File: config.mk
export PLATFORM = sky130hd
export DESIGN_NAME = seq_mult_q
export DESIGN_NICKNAME = d
export VERILOG_FILES = /design/src/rtl/seq_mult_q.sv
export SDC_FILE = /design/constraint.sdc
export NUM_CORES = 1
export LEC_CHECK = 0
export BUFFER_PORTS_ARGS = -buffer_cell sky130_fd_sc_hd__buf_2
export CELL_PAD_IN_SITES_DETAIL_PLACEMENT = 1
export CELL_PAD_IN_SITES_GLOBAL_PLACEMENT = 2
export CORE_MARGIN = 3
export CORE_UTILIZATION = 36
export DETAILED_ROUTE_END_ITERATION = 6
export PLACE_DENSITY = 0.78
export SETUP_SLACK_MARGIN = 0.02
export SYNTH_ARGS = -nofsm -noshare
export SYNTH_HDL_FRONTEND = slang
export SYNTH_SLANG_ARGS = --single-unit
File: constraint.sdc
create_clock -name clk -period 4.9 [get_ports clk]
set_clock_uncertainty 0.15 [all_clocks]
set_input_delay 0.98 -clock clk [delete_from_list [all_inputs] [get_ports clk]]
set_output_delay 0.98 -clock clk [all_outputs]
set_load 0.01 [all_outputs]
File: src/rtl/seq_mult_q.sv
// Sequential signed shift-add multiplier: one partial-product bit per clock, followed by
// a rounded and optionally saturated WIDTH-bit Q-format result for twiddle scaling.
module seq_mult_q #(
    parameter int WIDTH     = 8,
    parameter int FRAC_BITS = 7,
    parameter int ROUND     = 1,
    parameter int SATURATE  = 1
) (
    input  logic               clk,
    input  logic               rst_n,
    input  logic               start,
    input  logic [WIDTH-1:0]   input_0,
    input  logic [WIDTH-1:0]   input_1,
    output logic               busy,
    output logic               data_valid,
    output logic [2*WIDTH-1:0] product,
    output logic [WIDTH-1:0]   out_q,
    output logic               sat
);
    localparam int PW     = 2 * WIDTH;
    localparam int CW     = $clog2(WIDTH);
    localparam int RND_SH = (FRAC_BITS > 0) ? FRAC_BITS - 1 : 0;
    localparam logic signed [PW:0] RND_ONE = {{PW{1'b0}}, 1'b1};
    localparam logic signed [PW:0] RND_C   = (ROUND != 0 && FRAC_BITS > 0) ? (RND_ONE <<< RND_SH) : '0;
    localparam logic signed [PW:0] Q_MAX   = {{(PW - WIDTH + 2){1'b0}}, {(WIDTH - 1){1'b1}}};
    localparam logic signed [PW:0] Q_MIN   = {{(PW - WIDTH + 2){1'b1}}, {(WIDTH - 1){1'b0}}};

    typedef enum logic [1:0] {S_IDLE, S_MULT, S_DONE} state_t;

    state_t            r_state;
    state_t            w_state_next;
    logic              w_load;
    logic              w_step;
    logic              w_finish;
    logic              w_busy;
    logic              w_last;

    logic [WIDTH-1:0]  r_a;
    logic [PW-1:0]     r_b;
    logic [PW-1:0]     r_acc;
    logic [CW-1:0]     r_cnt;
    logic [PW-1:0]     w_pp;

    logic              r_valid;
    logic [PW-1:0]     r_product;
    logic [WIDTH-1:0]  r_out_q;
    logic              r_sat;

    logic signed [PW:0] w_r;
    logic signed [PW:0] w_s;
    logic [WIDTH-1:0]   w_q;
    logic               w_sat;

    assign w_last = (r_cnt == CW'(WIDTH - 1));
    assign w_pp   = r_b << r_cnt;

    always_ff @(posedge clk) begin
        if (!rst_n) begin
            r_state <= S_IDLE;
        end else begin
            r_state <= w_state_next;
        end
    end

    always_comb begin
        w_state_next = r_state;
        case (r_state)
            S_IDLE:  if (start) w_state_next = S_MULT;
            S_MULT:  if (w_last) w_state_next = S_DONE;
            S_DONE:  w_state_next = S_IDLE;
            default: w_state_next = S_IDLE;
        endcase
    end

    always_comb begin
        w_load   = 1'b0;
        w_step   = 1'b0;
        w_finish = 1'b0;
        w_busy   = 1'b0;
        case (r_state)
            S_IDLE: w_load = start;
            S_MULT: begin
                w_busy = 1'b1;
                w_step = 1'b1;
            end
            S_DONE: begin
                w_busy   = 1'b1;
                w_finish = 1'b1;
            end
            default: ;
        endcase
    end

    // The MSB of a carries negative weight, so the final iteration subtracts.
    always_ff @(posedge clk) begin
        if (!rst_n) begin
            r_a   <= '0;
            r_b   <= '0;
            r_acc <= '0;
            r_cnt <= '0;
        end else if (w_load) begin
            r_a   <= input_0;
            r_b   <= {{WIDTH{input_1[WIDTH-1]}}, input_1};
            r_acc <= '0;
            r_cnt <= '0;
        end else if (w_step) begin
            if (r_a[r_cnt]) begin
                r_acc <= w_last ? (r_acc - w_pp) : (r_acc + w_pp);
            end
            r_cnt <= r_cnt + 1'b1;
        end
    end

    // One guard bit keeps the rounding add from overflowing at the most positive product.
    assign w_r = $signed({r_acc[PW-1], r_acc}) + RND_C;
    assign w_s = w_r >>> FRAC_BITS;

    always_comb begin
        w_q   = w_s[WIDTH-1:0];
        w_sat = 1'b0;
        if (SATURATE != 0) begin
            if (w_s > Q_MAX) begin
                w_q   = Q_MAX[WIDTH-1:0];
                w_sat = 1'b1;
            end else if (w_s < Q_MIN) begin
                w_q   = Q_MIN[WIDTH-1:0];
                w_sat = 1'b1;
            end
        end
    end

    always_ff @(posedge clk) begin
        if (!rst_n) begin
            r_valid   <= 1'b0;
            r_product <= '0;
            r_out_q   <= '0;
            r_sat     <= 1'b0;
        end else begin
            r_valid <= w_finish;
            if (w_finish) begin
                r_product <= r_acc;
                r_out_q   <= w_q;
                r_sat     <= w_sat;
            end
        end
    end

    assign busy       = w_busy;
    assign data_valid = r_valid;
    assign product    = r_product;
    assign out_q      = r_out_q;
    assign sat        = r_sat;

endmodule

# --- After elaboration in Yosys (flattened, before gate mapping) ---
# Cells that the tools add are included.
totals:
  ff_bits: 63
  out_inout_bits: 27
op_classes:
  addsub: 4
  n_lt_le_gt_ge: 3
  n_eq_ne: 5
  shift: 1
  n_mux: 14
  n_bitwise: 1
  reduce_logical: 5
ops:
  columns: ["cell", "n"]
  rows:
  - ["$add A16 B8 Y17 const B", 1]
  - ["$add A16 B16 Y16", 1]
  - ["$mux W16", 1]
  - ["$mux W8", 2]
  - ["$shl A16 B3 Y16", 1]
  - ["$sub A16 B16 Y16", 1]
  - ["$gt A10 B8 Y1 const B", 1]
  - ["$lt A10 B8 Y1 const B", 1]
  - ["$mux W1", 7]
  - ["$lt A3 B4 Y1 const B", 1]
  - ["$mux W2", 2]
  - ["$ne A2 B2 Y1 const B", 2]
  - ["$pmux W2 S2", 1]
  - ["$reduce_and A2 Y1", 2]
  - ["$reduce_or A2 Y1", 2]
  - ["$add A3 B1 Y3 const B", 1]
  - ["$bmux W1 S3", 1]
  - ["$eq A3 B3 Y1 const B", 1]
  - ["$eq A2 B1 Y1 const B", 1]
  - ["$eq A2 B2 Y1 const B", 1]
  - ["$logic_not A2 Y1", 1]
  - ["$not A1 Y1", 1]

# --- Depth between registers and ports, before layout ---
# Gate-level depths: netlist (run 1).
depth:
  depth_word: 4
  depth_mapped: 19

# --- Worst setup path after synthesis (run 1) ---
# Ideal clock, no wire load.
synth_path:
  path_kind: "register to register"
  from: "register r_cnt[2]"
  to: "register r_acc[15]"
  t_arrival_ns: 3.879
  path_slack_ns: 0.808
  stages_incl_launch_ff: 17
  path_buffers: 3
  synth_period_minus_slack_ns: 4.092
  path_cell_list: "dfxtp_1 clkbuf_1 clkbuf_1 buf_1 nand2b_1 ha_1 a21bo_2 o21ai_0 xnor2_1 ha_1 a21oi_1 inv_1 o41ai_2 a32oi_1 or3_1 a22oi_1 nand3b_1"
synth_via:
  elab_chain_len: 3
  word_cells_on_any_way: 8
synth_rtl:
  columns: ["item", "line_no", "source"]
  rows:
  - ["start, declared", "41", "logic [CW-1:0] r_cnt;"]
  - ["start signal, assigned", "110", "r_cnt <= r_cnt + 1'b1;"]
  - ["$shl A16 B3 Y16 or $bmux W1 S3 (tied branches)", "55, 107", null]
  - ["$add A16 B16 Y16 (tied with other cells)", "108", "r_acc <= w_last ? (r_acc - w_pp) : (r_acc + w_pp);"]
  - ["$mux W16 or $reduce_and A2 Y1 (tied branches)", null, null]
  - ["end signal, assigned", "108", null]
  - ["end, declared", "40", "logic [PW-1:0] r_acc;"]
# Parallel ways exist; a longest one is shown, timed or not. The select of a mux whose other input is x is not followed.
# A chain may end at the register's enable or synchronous reset.

# --- Final worst setup path (run 1) ---
layout_path:
  from: "register r_cnt[1]"
  to: "register r_acc[15]"
# The elaborated chain is that of the path after synthesis.

==> results.ini, run 1 <==
[route]
vias = 3784
drt-total-wl_um = 11320
drt_iter0_markers = 148
detail-route-antenna-nets = 0
drc = 0
wl_per_cell_um = 16.29
vias_per_cell = 5.445
dr.pass1.iters = 4

[synthesis]
synth_top_family_by_area = compound AO/OA/AOI/OAI gates
syn_avg_cell_area_um2 = 8.367
synth_cell_type_count = 65
ys_warn_count = 0
dominantRegCellSynth = dfxtp_1
ys_ff_latch = 63
synth_compound_area_share_pct = 20.58
synth-seq-area-share_pct = 29.10
synthMuxAreaShare_pct = 11.58
syn_area_um2 = 4334
synthSimpleGateAreaFrac_pct = 20.47
synth_adder_area_share_pct = 7.390
synth-edff-count = 0
syn_inst = 518
ys_async_sr_fraction_pct = 0
synth_xor_area_share_pct = 5.860
syn_nets = 562

[placed_design]
gp_congestion = 0.8297
place_inst = 679
place_area_um2 = 4648
portBuffers = 45
dp_hpwl_um = 8550

[grt]
antenna_found_initial = 0
grt_pass1_vias = 3897
grt_max_degree = 47
grt_pass1_wl_um = 19380
grt_usage_pct = 18.29
overflow = 0

[final_layout]
postLayoutCoreUtil_pct = 42.61
syn_to_final_growth_pct = 14.17
fin_area_um2 = 4949
final_common_cell = nand2_1
fillers = 1398
antenna_cells = 0
fin_nets = 591
layout.cells.non_filler = 695
final_cell_mix = nand2_1, dfxtp_1, buf_2
multiInputGateArea_um2 = 2855
drive_gt1_share_pct = 15.58
regArea_um2 = 1261

[clock_tree]
cts-resized-gates = 0
clock-sinks = 63
cts_buffer_depth = 2
htree_levels = 3
postCtsSetupBuffers = 0
numCtsBuffers = 9
cts_tree = done
ctsHoldBuffers = 0
root_buffer = clkbuf_16
cts.clk_slew.worst_paths_ps = 50
clk_latency_ps = 340

[worst_setup_path]
slowest_delay_ps = 560
worstPathArrival_ps = 4520
crit-reg2reg-launch = r_cnt[1]
rr_worst_depth = 14
worstSetupEndpoint = r_acc[15]
endpoint_kind = flip-flop
r2r_setup_slack_ps = 510
cpMostUsedCell = ha_1
crit_required_ps = 5030
slowest_stage = or3b_2
critPathLaunchType = flip-flop
crit_type = flip-flop to flip-flop
cp_max_fo = 14
reg2reg_to = r_acc[15]
path_cells = or3b_2 -> nand2b_1 -> ha_1 -> a21bo_2 -> o21ai_0 -> xnor2_1 -> ha_1 -> a21oi_1 -> inv_1 -> o41ai_2 -> a32oi_1 -> or3_1 -> a22oi_1 -> nand3b_1
startpoint = r_cnt[1]

[timing]
worst_pin_slew_ps = 939.7
finalSetupViolCount = 0
holdWs_ps = 314.7
grt_setup_unrepaired = no
fin_crit_sh_pct = 89.66
drv_slew = 0
relSlewSlack_pct = 36.36
fmax_mhz = 227.6
fin_tns_setup_ps = 0
final_hold_viol_count = 0
period_minus_slack_ps = 4393

[min_path]
min_path_type = flip-flop to flip-flop

[power_and_ir_drop]
ir_drop_mv = 0.1795
power-per-cell-area_nw_per_um2 = 487.4
leakage_nw = 1.979

[die]
ios = 46
coreArea_um2 = 11610
start_util_pct = 37.32
die_w_um = 115.7
dieArea_um2 = 13390
die_h_um = 115.7
std_cell_rows = 39

[outcome]
status = finished, final reports clean

[job]
cap_viol_max_count = 0

[sequential cells by signal (all words and copies together) (netlist names)]
| register | flops |
|---|---|
| product | 16 |
| r_acc | 16 |
| out_q | 8 |
| r_a | 8 |
| r_b | 8 |
| r_cnt | 3 |
| r_state | 2 |
| data_valid | 1 |
| sat | 1 |
[area by class of cell]
type                    instances  share of cell area (%)
multi-input cells             402                   57.70
flip-flops and latches         63                   25.49
repair buffers                 53                   5.765
clock buffers                  11                   4.905
well taps                     143                   3.616
inverters                      18                   1.365
clock inverters                 5                   1.163
[per-stage QoR]
step / total power, W / worst slack, ps
after floorplan: 0.001531 / 808.0
after global placement: 0.001750 / 615.9
after detailed placement: 0.001774 / 539.1
after CTS: 0.002442 / 509.9
after global routing: 0.002606 / 134.8
final: 0.002412 / 506.8
[synthesized netlist by cell type (4+ instances only)]
| cell | n | area, um^2 |
|---|---|---|
| a211oi_1 | 7 | 52.55 |
| a21boi_0 | 18 | 135.1 |
| a21o_1 | 4 | 30.03 |
| a21oi_1 | 35 | 175.2 |
| a31oi_1 | 6 | 37.54 |
| and2_1 | 6 | 37.54 |
| buf_2 | 9 | 45.04 |
| clkbuf_1 | 24 | 90.09 |
| dfxtp_1 | 63 | 1261 |
| ha_1 | 24 | 300.3 |
| inv_1 | 17 | 63.81 |
| mux2i_1 | 34 | 340.3 |
| mux4_1 | 4 | 105.1 |
| nand2_1 | 64 | 240.2 |
| nand2b_1 | 10 | 62.56 |
| nand3_1 | 10 | 50.05 |
| nand4_1 | 4 | 25.02 |
| nor2_1 | 38 | 142.6 |
| nor2b_1 | 22 | 137.6 |
| nor3_1 | 10 | 50.05 |
| o211ai_1 | 4 | 30.03 |
| o21a_1 | 5 | 37.54 |
| o21ai_0 | 12 | 60.06 |
| o221a_2 | 7 | 78.83 |
| xnor2_1 | 15 | 131.4 |
| xor2_1 | 14 | 122.6 |
[logic make-up (layout without fill, tap and decap cells)]
group / count (synthesis) / count (layout)
flip-flops: 63 / 63
AND/OR/NAND/NOR: 182 / 182
multiplexers: 41 / 41
buffers and inverters: 53 / 87
adder cells (fa/ha/maj): 25 / 25
AO/OA/AOI/OAI: 125 / 125
XOR/XNOR: 29 / 29
[metal layers]
layer / GRT usage, % / share of wire [%] / up-vias
li1: - / - / 1907
met1: 22.02 / 45 / 1802
met2: 31.98 / 50 / 56
met3: 4.439 / 3.1 / 19
met4: 6.187 / 1.7 / 0
met5: 0 / 0 / -
[critical path, delay by kind of cell (launching register included)]
| kind | cells | cell delay, ps |
|---|---|---|
| AO/OA/AOI/OAI | 6 | 1530 |
| AND/OR/NAND/NOR | 4 | 1280 |
| adder cells (fa/ha/maj) | 2 | 580 |
| flip-flops | 1 | 470 |
| XOR/XNOR | 1 | 220 |
| buffers and inverters | 1 | 90 |
[power by group]
group	total [W]	internal, W	switching [W]
clock	0.000651	0.000407	0.000244
combinational	0.00113	0.000487	0.000639
sequential	0.000635	0.000568	0.0000673
[worst min path at each step]
| stage | start | to | depth (start not counted) |
|---|---|---|---|
| floorplan | r_a[5] | r_a[5] | 2 |
| global placement | r_a[1] | r_a[1] | 2 |
| detailed placement | r_a[1] | r_a[1] | 2 |
| CTS | r_a[1] | r_a[1] | 2 |
| global route | r_a[6] | r_a[6] | 2 |
| finish | r_a[1] | r_a[1] | 2 |
(Power assumes the default switching activity.)
==> inputs of run 2 (changes only) <==
--- a/config.mk
+++ b/config.mk
@@ -8,9 +8,11 @@
 export BUFFER_PORTS_ARGS = -buffer_cell sky130_fd_sc_hd__buf_2
 export CELL_PAD_IN_SITES_DETAIL_PLACEMENT = 1
 export CELL_PAD_IN_SITES_GLOBAL_PLACEMENT = 2
+export CORE_ASPECT_RATIO = 1.2
 export CORE_MARGIN = 3
 export CORE_UTILIZATION = 36
 export DETAILED_ROUTE_END_ITERATION = 6
+export HOLD_SLACK_MARGIN = 0.03
 export PLACE_DENSITY = 0.78
 export SETUP_SLACK_MARGIN = 0.02
 export SYNTH_ARGS = -nofsm -noshare
==> run 2 against run 1 <==
Effect of this change: via count up 0.58%; non-clock buffer count rose by 2; maximum frequency down 0.90%; sequential share of layout area is 0.20 points lower; worst hold slack better by 2.5 ps; worst setup slack lost 40 ps; clock power increased by 2%; global-route usage is 0.32 points lower; count of clock-buffer cells in the layout is 1 lower.
==> results.ini, run 2 (same netlist as run 1, synthesis figures left out) <==
[outcome]
status = finished, final reports clean

[clock_tree]
clock-sinks = 63  ; unchanged
cts_tree = done
postCtsSetupBuffers = 0  ; unchanged
cts.clk_slew.worst_paths_ps = 60  ; about the same
cts_buffer_depth = 2  ; unchanged
htree_levels = 3  ; unchanged
cts-resized-gates = 0  ; unchanged
numCtsBuffers = 9  ; unchanged
ctsHoldBuffers = 0  ; unchanged
clk_latency_ps = 340  ; about the same
root_buffer = clkbuf_16

[grt]
antenna_found_initial = 0  ; unchanged
grt_pass1_vias = 3925  ; +0.72%
grt_pass1_wl_um = 19580  ; +1.1%
grt_max_degree = 46  ; -2.1%
grt_usage_pct = 17.98  ; -0.32 points
overflow = 0  ; unchanged

[final_layout]
drive_gt1_share_pct = 16.06  ; +0.49 points
fin_nets = 593  ; +0.34%
fillers = 1427  ; +2.1%
layout.cells.non_filler = 711  ; +2.3%
final_cell_mix = nand2_1, dfxtp_1, buf_2
regArea_um2 = 1261  ; unchanged
multiInputGateArea_um2 = 2855  ; unchanged
antenna_cells = 0  ; unchanged
final_common_cell = nand2_1
syn_to_final_growth_pct = 15.10

[worst_setup_path]
worstPathArrival_ps = 4560  ; +40 ps
path_cells = buf_4 -> mux4_1 -> nor3_1 -> a21oi_1 -> nor3_2 -> nor2_1 -> xor2_1 -> ha_1 -> a21oi_1 -> o21bai_1 -> a21oi_1 -> a32oi_1 -> or3_1 -> a22oi_1 -> nand3b_1
endpoint_kind = flip-flop
crit_type = flip-flop to flip-flop
slowest_delay_ps = 690  ; +130 ps
cp_max_fo = 16  ; +2
rr_worst_depth = 15  ; +1
r2r_setup_slack_ps = 470  ; -40 ps
reg2reg_to = r_acc[15]
slowest_stage = mux4_1
cpMostUsedCell = a21oi_1
startpoint = r_cnt[0]
critPathLaunchType = flip-flop
crit-reg2reg-launch = r_cnt[0]
crit_required_ps = 5030  ; about the same

[power_and_ir_drop]
switching_share_pct = 39.31  ; -0.082 points
leakage_nw = 1.987  ; +0.42%
ir_drop_mv = 0.1876  ; +4.5%
power_frac_comb_pct = 46.3  ; -0.4 points
power.internal_w = 0.001466  ; +0.28%
clock_power_share_pct = 27.4  ; +0.4 points
p_sw_w = 0.0009495  ; about the same
power-per-cell-area_nw_per_um2 = 484.2  ; -0.66%
pwr-share-seq_pct = 26.3  ; about the same

[route]
drt_iter0_markers = 94  ; -36%
detail-route-antenna-nets = 0  ; unchanged
drt-total-wl_um = 11590  ; +2.4%
drc = 0  ; unchanged
wl_per_cell_um = 16.31  ; about the same
vias_per_cell = 5.353  ; -1.7%
vias = 3806  ; +0.58%
dr.pass1.iters = 4  ; unchanged

[placed_design]
dp_hpwl_um = 8905  ; +4.1%
place_inst = 695  ; +2.4%
portBuffers = 45  ; unchanged
gp_congestion = 0.8224  ; -0.88%

[min_path]
hold_start = r_a[3]
min_path_type = flip-flop to flip-flop
hold_depth = 2  ; unchanged
whs_endpoint = r_a[3]

[die]
dieArea_um2 = 13400  ; about the same
coreArea_um2 = 11670  ; +0.53%
die_w_um = 106.2  ; -8.3%
std_cell_rows = 43  ; +10%
die_h_um = 126.2  ; +9.0%
start_util_pct = 37.12  ; -0.20 points
ios = 46  ; unchanged

[timing]
grt_setup_unrepaired = no
fmax_mhz = 225.6  ; -0.90%
worst_pin_slew_ps = 863.0  ; -76.70 ps
fin_tns_setup_ps = 0  ; unchanged
final_hold_viol_count = 0  ; unchanged
relSlewSlack_pct = 41.55  ; +5.2 points
drv_slew = 0  ; unchanged
period_minus_slack_ps = 4433  ; +39.73 ps
fin_crit_sh_pct = 90.47  ; +0.81 points
finalSetupViolCount = 0  ; unchanged

[job]
cap_viol_max_count = 0  ; unchanged

[run 2: critical path, delay by kind of cell (launching register included)]
family                     cells  cell delay [ps]
AOI/OAI and AO/OA              6             1120
and+or+nand+nor                5              990
muxes                          1              690
DFF                            1              600
adders and majority gates      1              370
buffers and inverters          1              310
xor gates and xnor gates       1              150
[run 2: layout make-up]
cell class,instances,share of cell area (%)
clock buffer,10,4.791
clock inverter,6,1.379
inverter,18,1.354
multi-input combinational,402,57.24
sequential,63,25.28
tap,157,3.938
timing repair buffer,55,6.020
[run 2: per-layer routing]
| layer | up-vias | track usage, % | routed length (um) |
|---|---|---|---|
| met1 | 1844 | 19.79 | 4874 |
| met2 | 42 | 34.43 | 6279 |
| li1 | 1908 | - | - |
| met3 | 12 | 2.409 | 253 |
| met4 | 0 | 6.784 | 186 |
| met5 | - | 0 | 0 |
[run 2: worst max path at each step]
stage | endpoint | slack, ps | depth (start not counted)
finish | r_acc[15] | 470 | 15
global route | r_acc[15] | 90 | 15
CTS | r_acc[15] | 450 | 16
detailed placement | r_acc[15] | 490 | 16
global placement | r_acc[15] | 630 | 14
floorplan | r_acc[15] | 810 | 16
[run 2: power by group through the flow]
| stage | registers [W] | logic (W) | clock network (W) |
|---|---|---|---|
| 2_1_floorplan | 0.000617 | 0.000914 | 0 |
| 3_3_place_gp | 0.000646 | 0.00110 | 0 |
| 3_5_place_dp | 0.000650 | 0.00113 | 0 |
| 4_1_cts | 0.000638 | 0.00113 | 0.000679 |
| 5_1_grt | 0.000648 | 0.00126 | 0.000701 |
| 6_report | 0.000636 | 0.00112 | 0.000661 |
[run 2: stage by stage]
step	hold WS [ps]	setup WS [ps]	power, W	utilization [%]	area, um^2
after floorplan	288.6	808.0	0.001531	-	4334
after global placement	302.7	630.1	0.001742	40.09	4681
after detailed placement	315.5	493.2	0.001777	40.09	4681
after CTS	323.5	453.1	0.002451	42.73	4989
after global routing	341.4	90.14	0.002610	42.73	4989
final	317.1	467.0	0.002415	42.73	4989
